--- config.mk ---
export PLATFORM = sky130hd
export DESIGN_NAME = control_sequencer
export DESIGN_NICKNAME = d
export VERILOG_FILES = /design/src/rtl/cs_pkg.sv /design/src/rtl/control_sequencer_decoder.sv /design/src/rtl/control_sequencer.sv
export SDC_FILE = /design/constraint.sdc
export NUM_CORES = 1
export LEC_CHECK = 0
export CAP_MARGIN = 30
export CELL_PAD_IN_SITES_DETAIL_PLACEMENT = 0
export CELL_PAD_IN_SITES_GLOBAL_PLACEMENT = 2
export CORE_AREA = 5 5 119 205
export CTS_CLUSTER_DIAMETER = 30
export DETAILED_ROUTE_END_ITERATION = 7
export DIE_AREA = 0 0 124 210
export PLACE_DENSITY_LB_ADDON = 0.1
export SLEW_MARGIN = 40
export SYNTH_ARGS = -nofsm -noshare
export SYNTH_HDL_FRONTEND = slang
export SYNTH_HIERARCHICAL = 1
export SYNTH_SLANG_ARGS = --single-unit
--- constraint.sdc ---
create_clock -name clk -period 5 [get_ports clk]
set_input_delay 1 -clock clk [delete_from_list [all_inputs] [get_ports clk]]
set_output_delay 1 -clock clk [all_outputs]
set_load 0.01 [all_outputs]
--- src/rtl/cs_pkg.sv ---
// cs_pkg: shared types and constants for control_sequencer.
//   - state_t    : sequencer state encoding (TRAP exists only with OVERFLOW_TRAP_EN)
//   - alu_op_t   : 2-bit ALU operation code (00 add, 01 sub, 10 and, 11 or)
//   - kind_t     : instruction class produced by the decoder
//   - dec_t      : decoded-control struct registered by the sequencer
//   - opcode/funct constants and a 16->32 sign-extension helper
package cs_pkg;

`ifdef OVERFLOW_TRAP_EN
  typedef enum logic [2:0] {
    S_FETCH  = 3'd0,
    S_DECODE = 3'd1,
    S_EXEC   = 3'd2,
    S_WB     = 3'd3,
    S_TRAP   = 3'd4
  } state_t;
`else
  typedef enum logic [2:0] {
    S_FETCH  = 3'd0,
    S_DECODE = 3'd1,
    S_EXEC   = 3'd2,
    S_WB     = 3'd3
  } state_t;
`endif

  typedef enum logic [1:0] {
    ALU_ADD = 2'b00,
    ALU_SUB = 2'b01,
    ALU_AND = 2'b10,
    ALU_OR  = 2'b11
  } alu_op_t;

  // K_ALU writes back through WB; K_NOP covers every unknown opcode/funct.
  typedef enum logic [1:0] {
    K_NOP = 2'd0,
    K_ALU = 2'd1,
    K_BEQ = 2'd2,
    K_J   = 2'd3
  } kind_t;

  localparam logic [5:0] OP_RTYPE = 6'h00;
  localparam logic [5:0] OP_J     = 6'h02;
  localparam logic [5:0] OP_BEQ   = 6'h04;
  localparam logic [5:0] OP_ADDI  = 6'h08;

  localparam logic [5:0] FN_ADD = 6'h20;
  localparam logic [5:0] FN_SUB = 6'h22;
  localparam logic [5:0] FN_AND = 6'h24;
  localparam logic [5:0] FN_OR  = 6'h25;

  typedef struct packed {
    logic [4:0]  rs;
    logic [4:0]  rt;
    logic [4:0]  wr;       // destination; 0 means no register write
    alu_op_t     alu_op;
    logic        sel_imm;
    logic [31:0] imm;
    kind_t       kind;
    logic        ovf_chk;  // add/sub/addi: an overflow flag is meaningful
  } dec_t;

  function automatic logic [31:0] sext16(input logic [15:0] v);
    return {{16{v[15]}}, v};
  endfunction

endpackage

--- src/rtl/control_sequencer_decoder.sv ---
// instr_decoder: purely combinational map from a 32-bit instruction word to
// the dec_t control struct.
// Ports:
//   i_instr : instruction word
//   o_dec   : decoded control (addresses, alu op, immediate, class)
module instr_decoder
  import cs_pkg::*;
(
  input  logic [31:0] i_instr,
  output dec_t        o_dec
);

  always_comb begin
    o_dec         = '0;
    o_dec.rs      = i_instr[25:21];
    o_dec.rt      = i_instr[20:16];
    o_dec.imm     = sext16(i_instr[15:0]);
    o_dec.alu_op  = ALU_ADD;
    o_dec.kind    = K_NOP;
    o_dec.sel_imm = 1'b0;
    o_dec.wr      = 5'd0;
    o_dec.ovf_chk = 1'b0;
    case (i_instr[31:26])
      OP_RTYPE: begin
        case (i_instr[5:0])
          FN_ADD: begin
            o_dec.kind    = K_ALU;
            o_dec.alu_op  = ALU_ADD;
            o_dec.wr      = i_instr[15:11];
            o_dec.ovf_chk = 1'b1;
          end
          FN_SUB: begin
            o_dec.kind    = K_ALU;
            o_dec.alu_op  = ALU_SUB;
            o_dec.wr      = i_instr[15:11];
            o_dec.ovf_chk = 1'b1;
          end
          FN_AND: begin
            o_dec.kind   = K_ALU;
            o_dec.alu_op = ALU_AND;
            o_dec.wr     = i_instr[15:11];
          end
          FN_OR: begin
            o_dec.kind   = K_ALU;
            o_dec.alu_op = ALU_OR;
            o_dec.wr     = i_instr[15:11];
          end
          default: ;
        endcase
      end
      OP_ADDI: begin
        o_dec.kind    = K_ALU;
        o_dec.alu_op  = ALU_ADD;
        o_dec.sel_imm = 1'b1;
        o_dec.wr      = i_instr[20:16];
        o_dec.ovf_chk = 1'b1;
      end
      OP_BEQ: begin
        o_dec.kind   = K_BEQ;
        o_dec.alu_op = ALU_SUB;
      end
      OP_J: begin
        o_dec.kind = K_J;
      end
      default: ;
    endcase
  end

endmodule

--- src/rtl/control_sequencer.sv ---
// control_sequencer: multi-cycle FETCH/DECODE/EXEC/WB control FSM for a small
// MIPS-like datapath.
// Build option: define OVERFLOW_TRAP_EN to enable the sticky overflow TRAP
// state; without it f_overflow is ignored and trap is tied low.
// Ports:
//   clk, clr_n              : clock, asynchronous active-low reset
//   instr, instr_valid      : instruction word and its valid
//   instr_ready             : sequencer can take an instruction (FETCH only)
//   pc_in                   : current PC, used for branch/jump targets
//   f_zero, f_overflow      : ALU flags sampled in EXEC
//   write, inc, ld          : register-write, PC-increment, PC-load strobes
//   read_reg_1/2, write_reg : register file addresses
//   alu_op, imm, sel_imm    : ALU controls
//   pc_target               : PC load value (non-zero only while ld=1)
//   trap                    : overflow trap latched
//   dbg_state               : current FSM state
//
// Handshake: an instruction is accepted on a rising edge where
// instr_valid && instr_ready are both 1; instr_ready is registered and is 1
// only while the FSM sits in FETCH out of reset. The producer must hold instr
// stable while instr_valid is 1 and not yet accepted.
module control_sequencer
  import cs_pkg::*;
(
  input  logic        clk,
  input  logic        clr_n,
  input  logic [31:0] instr,
  input  logic        instr_valid,
  output logic        instr_ready,
  input  logic [31:0] pc_in,
  input  logic        f_zero,
  input  logic        f_overflow,
  output logic        write,
  output logic        inc,
  output logic        ld,
  output logic [4:0]  read_reg_1,
  output logic [4:0]  read_reg_2,
  output logic [4:0]  write_reg,
  output logic [31:0] alu_op,
  output logic [31:0] imm,
  output logic        sel_imm,
  output logic [31:0] pc_target,
  output logic        trap,
  output logic [2:0]  dbg_state
);

  state_t      r_state;
  logic [31:0] r_instr;
  dec_t        r_dec;
  logic        r_instr_ready;
  dec_t        w_dec;
  logic        w_in_exec;
  logic [31:0] w_target;

  // Decode the incoming word so the registered result is already on the
  // outputs during DECODE.
  instr_decoder u_dec (
    .i_instr (instr),
    .o_dec   (w_dec)
  );

  always_ff @(posedge clk or negedge clr_n) begin
    if (!clr_n) begin
      r_state       <= S_FETCH;
      r_instr       <= '0;
      r_dec         <= '0;
      r_instr_ready <= 1'b0;
    end else begin
      case (r_state)
        S_FETCH: begin
          r_instr_ready <= 1'b1;
          if (instr_valid && r_instr_ready) begin
            r_instr       <= instr;
            r_dec         <= w_dec;
            r_state       <= S_DECODE;
            r_instr_ready <= 1'b0;
          end
        end
        S_DECODE: r_state <= S_EXEC;
        S_EXEC: begin
`ifdef OVERFLOW_TRAP_EN
          if (r_dec.ovf_chk && f_overflow) begin
            r_state <= S_TRAP;
          end else
`endif
          if (r_dec.kind == K_ALU) begin
            r_state <= S_WB;
          end else begin
            r_state       <= S_FETCH;
            r_instr_ready <= 1'b1;
          end
        end
        S_WB: begin
          r_state       <= S_FETCH;
          r_instr_ready <= 1'b1;
        end
`ifdef OVERFLOW_TRAP_EN
        S_TRAP: begin
          r_state       <= S_TRAP;
          r_instr_ready <= 1'b0;
        end
`endif
        default: begin
          r_state       <= S_FETCH;
          r_instr_ready <= 1'b0;
        end
      endcase
    end
  end

  // Strobes are decoded from the registered state; EXEC strobes also depend
  // on f_zero, which is only meaningful during EXEC.
  assign w_in_exec = (r_state == S_EXEC);

  always_comb begin
    w_target = 32'd0;
    if (r_dec.kind == K_J) begin
      w_target = {pc_in[31:28], r_instr[25:0], 2'b00};
    end else begin
      w_target = pc_in + 32'd4 + {r_dec.imm[29:0], 2'b00};
    end
  end

  assign ld    = w_in_exec && ((r_dec.kind == K_J) || ((r_dec.kind == K_BEQ) && f_zero));
  assign inc   = (r_state == S_WB) ||
                 (w_in_exec && ((r_dec.kind == K_NOP) || ((r_dec.kind == K_BEQ) && !f_zero)));
  assign write = (r_state == S_WB) && (r_dec.wr != 5'd0);

  assign pc_target   = ld ? w_target : 32'd0;
  assign instr_ready = r_instr_ready;
  assign read_reg_1  = r_dec.rs;
  assign read_reg_2  = r_dec.rt;
  assign write_reg   = r_dec.wr;
  assign alu_op      = {30'd0, r_dec.alu_op};
  assign imm         = r_dec.imm;
  assign sel_imm     = r_dec.sel_imm;
  assign dbg_state   = r_state;

`ifdef OVERFLOW_TRAP_EN
  assign trap = (r_state == S_TRAP);
  logic [5:0] w_unused;
  assign w_unused = r_instr[31:26];
`else
  assign trap = 1'b0;
  logic [7:0] w_unused;
  assign w_unused = {r_instr[31:26], f_overflow, r_dec.ovf_chk};
`endif

endmodule

==> impl_results.md <==
- Status: complete, no violations
- Clock H-tree levels: 3
- Core Box Area: 0.0226 sq mm
- CTS Buf Count: 9
- Hold Startpoint: read_reg_2[3]
- Largest register FFs: 32
- Clock Latency Late Sink: 0.36 ns
- Final setup TNS: 0 ns
- Critical path capture point type: primary output
- Root Driver: clkbuf_16
- Dpl hpwl: 16,500 microns
- Max-cap violations: 0
- Remaining routing DRC violations: 0
- Worst Setup SP: pc_in[15]
- Total congestion overflow: 0
- WP data arrival: 3.88 ns
- Avg Inst Size Synth: 9.80 sq um
- Clock tree buffer depth: 2
- Worst r2r path cells: 3
- Total Power: 0.00562 W
- Drt wl/cell: 18.3 microns
- I/O pins: 189
- Critical path required time: 4.00 ns
- Via count: 5,207
- First-pass GRT wire length: 30,900 microns
- Min-Delay Path Class: reg2reg
- Ant. Diodes: 0
- Final WL: 20,400 microns
- Port bufs: 155
- Final-report max-slew violation count: 0
- Final instance area: 0.00871 sq mm
- GP Congestion: 0.873
- Initial antenna violation count: 0
- Post-synthesis instance total: 675
- Post-DP Area: 0.00822 sq mm
- Clk slew on worst S/H paths: 0.07 ns
- Setup CP Type: in2out
- Worst setup SP type: input port
- CTS sink cnt: 81
- Hold Fails Final Rpt: 0
- Worst R2R Setup Slack: 3.10 ns
- Worst Clk Skew: 0.00917 ns
- Fmax: 205 MHz
- Final setup viols: 0
- Die area: 0.0260 sq mm
- Layout overhead on the synthesized area: 31.7%
- Yosys warns: 6
- CTS tree: yes
- Unrepaired setup endpoints after global routing: false
- Final #Nets: 937
- Initial DRT Pass Iterations: 4
- Die height: 210 microns
- Fin crit period: 4.88 ns
- Layout cells sized above 1: 30.4%
- Iter 0 DRT Violations: 163
- Worst R2R Start: dbg_state[0]
- Worst-path fanout max: 6
- P_leak: 3.89 nW
- Ratio of final minimum period to clock period: 97.7%
- Initial Util: 29.3%
- Row count: 73
- Slew HR: 50.8%
- Synth Cell Area: 0.00661 sq mm
- Max rail drop VDD: 0.000309 V
- PD cells: 645 mW/mm^2
- Hold EP: read_reg_2[3]
- Final ANT Viol Nets: 0
- Final WS setup: 0.117 ns
- Fin util: 38.6%
- Worst-Margin Slew: 0.738 ns
- Dpl ws: -0.628 ns
- Vias/cell: 4.67
- RR Endpoint: imm[10]
- Worst Hold Depth: 1
- Largest net degree at the start of global routing: 56
- Die Wd: 124 microns
- Number of global-route vias before repair: 5,543
- Gr usage total: 15.7%
area by class of cell:
type / count / area [sq um]
inverters: 12 / 45.0
well taps: 300 / 375
repair buffers: 241 / 2150
flip-flops and latches: 81 / 2030
clock inverters: 6 / 72.6
clock buffers: 10 / 239
fillers: 2352 / 13900
multi-input cells: 465 / 3800
cells in the final DEF, fill, tap and decap left out, types with 5 or more instances in the layout:
master / count
conb_1: 32
nand2_1: 59
a21oi_2: 6
o21ai_1: 7
nand3_1: 15
xor2_1: 7
o31ai_1: 5
buf_2: 8
inv_1: 11
o21ai_0: 11
or3_1: 9
o21a_1: 5
a21oi_1: 37
nand4_1: 12
ha_1: 48
clkbuf_16: 9
and2_1: 5
xnor2_1: 13
buf_4: 87
ha_4: 6
clkdlybuf4s50_1: 127
a21o_1: 12
dlygate4sd2_1: 12
mux2_2: 77
dfrtp_1: 81
nor2_1: 18
per-layer routing:
layer  vias to the layer above  share of wire (%)  track usage, %
li1                       2511                  -               -
met2                       120                 57            30.3
met3                        29                4.1            2.87
met4                         0                3.1            6.20
met1                      2547                 35            16.2
met5                         -                  0               0
worst max-delay path, stage by stage:
cell and delay, ns:
clkdlybuf4s50_1 0.41, ha_1 0.30, ha_1 0.31, buf_4 0.17, a21o_1 0.19, a21oi_2 0.17
o211ai_1 0.12, a21oi_2 0.17, nor2_1 0.13, or3_1 0.37, a32o_1 0.26, dlygate4sd2_1 0.28
what timing repair did:
action / CTS / global route
pin swaps: 19 / 26
hold buffers: 0 / 0
endpoints found under the hold margin: 0 / 0
endpoints found under the setup margin: 22 / 18
gates resized for setup: 76 / 21
setup buffers: 1 / 2
worst max-delay path by stage:
| stage | to | slack (ns) |
|---|---|---|
| after global routing | pc_target[29] | 0.002 |
| after global placement | pc_target[19] | -0.65 |
| after floorplan | pc_target[31] | 0.55 |
| after detailed placement | pc_target[19] | -0.63 |
| after CTS | pc_target[27] | -0.03 |
| final | pc_target[26] | 0.12 |
power breakdown:
part           internal (W)  total (W)  switching [W]
clock network      0.000407   0.000714       0.000307
registers          0.000958    0.00118       0.000220
logic               0.00198    0.00373        0.00175
per-stage QoR:
stage | hold WS (ns) | std cells
after global routing | 0.520 | 1115
after CTS | 0.512 | 1113
after floorplan | 0.480 | 706
after global placement | 0.489 | 1096
after detailed placement | 0.496 | 1096
final | 0.508 | 1115
(Power assumes the default switching activity.)
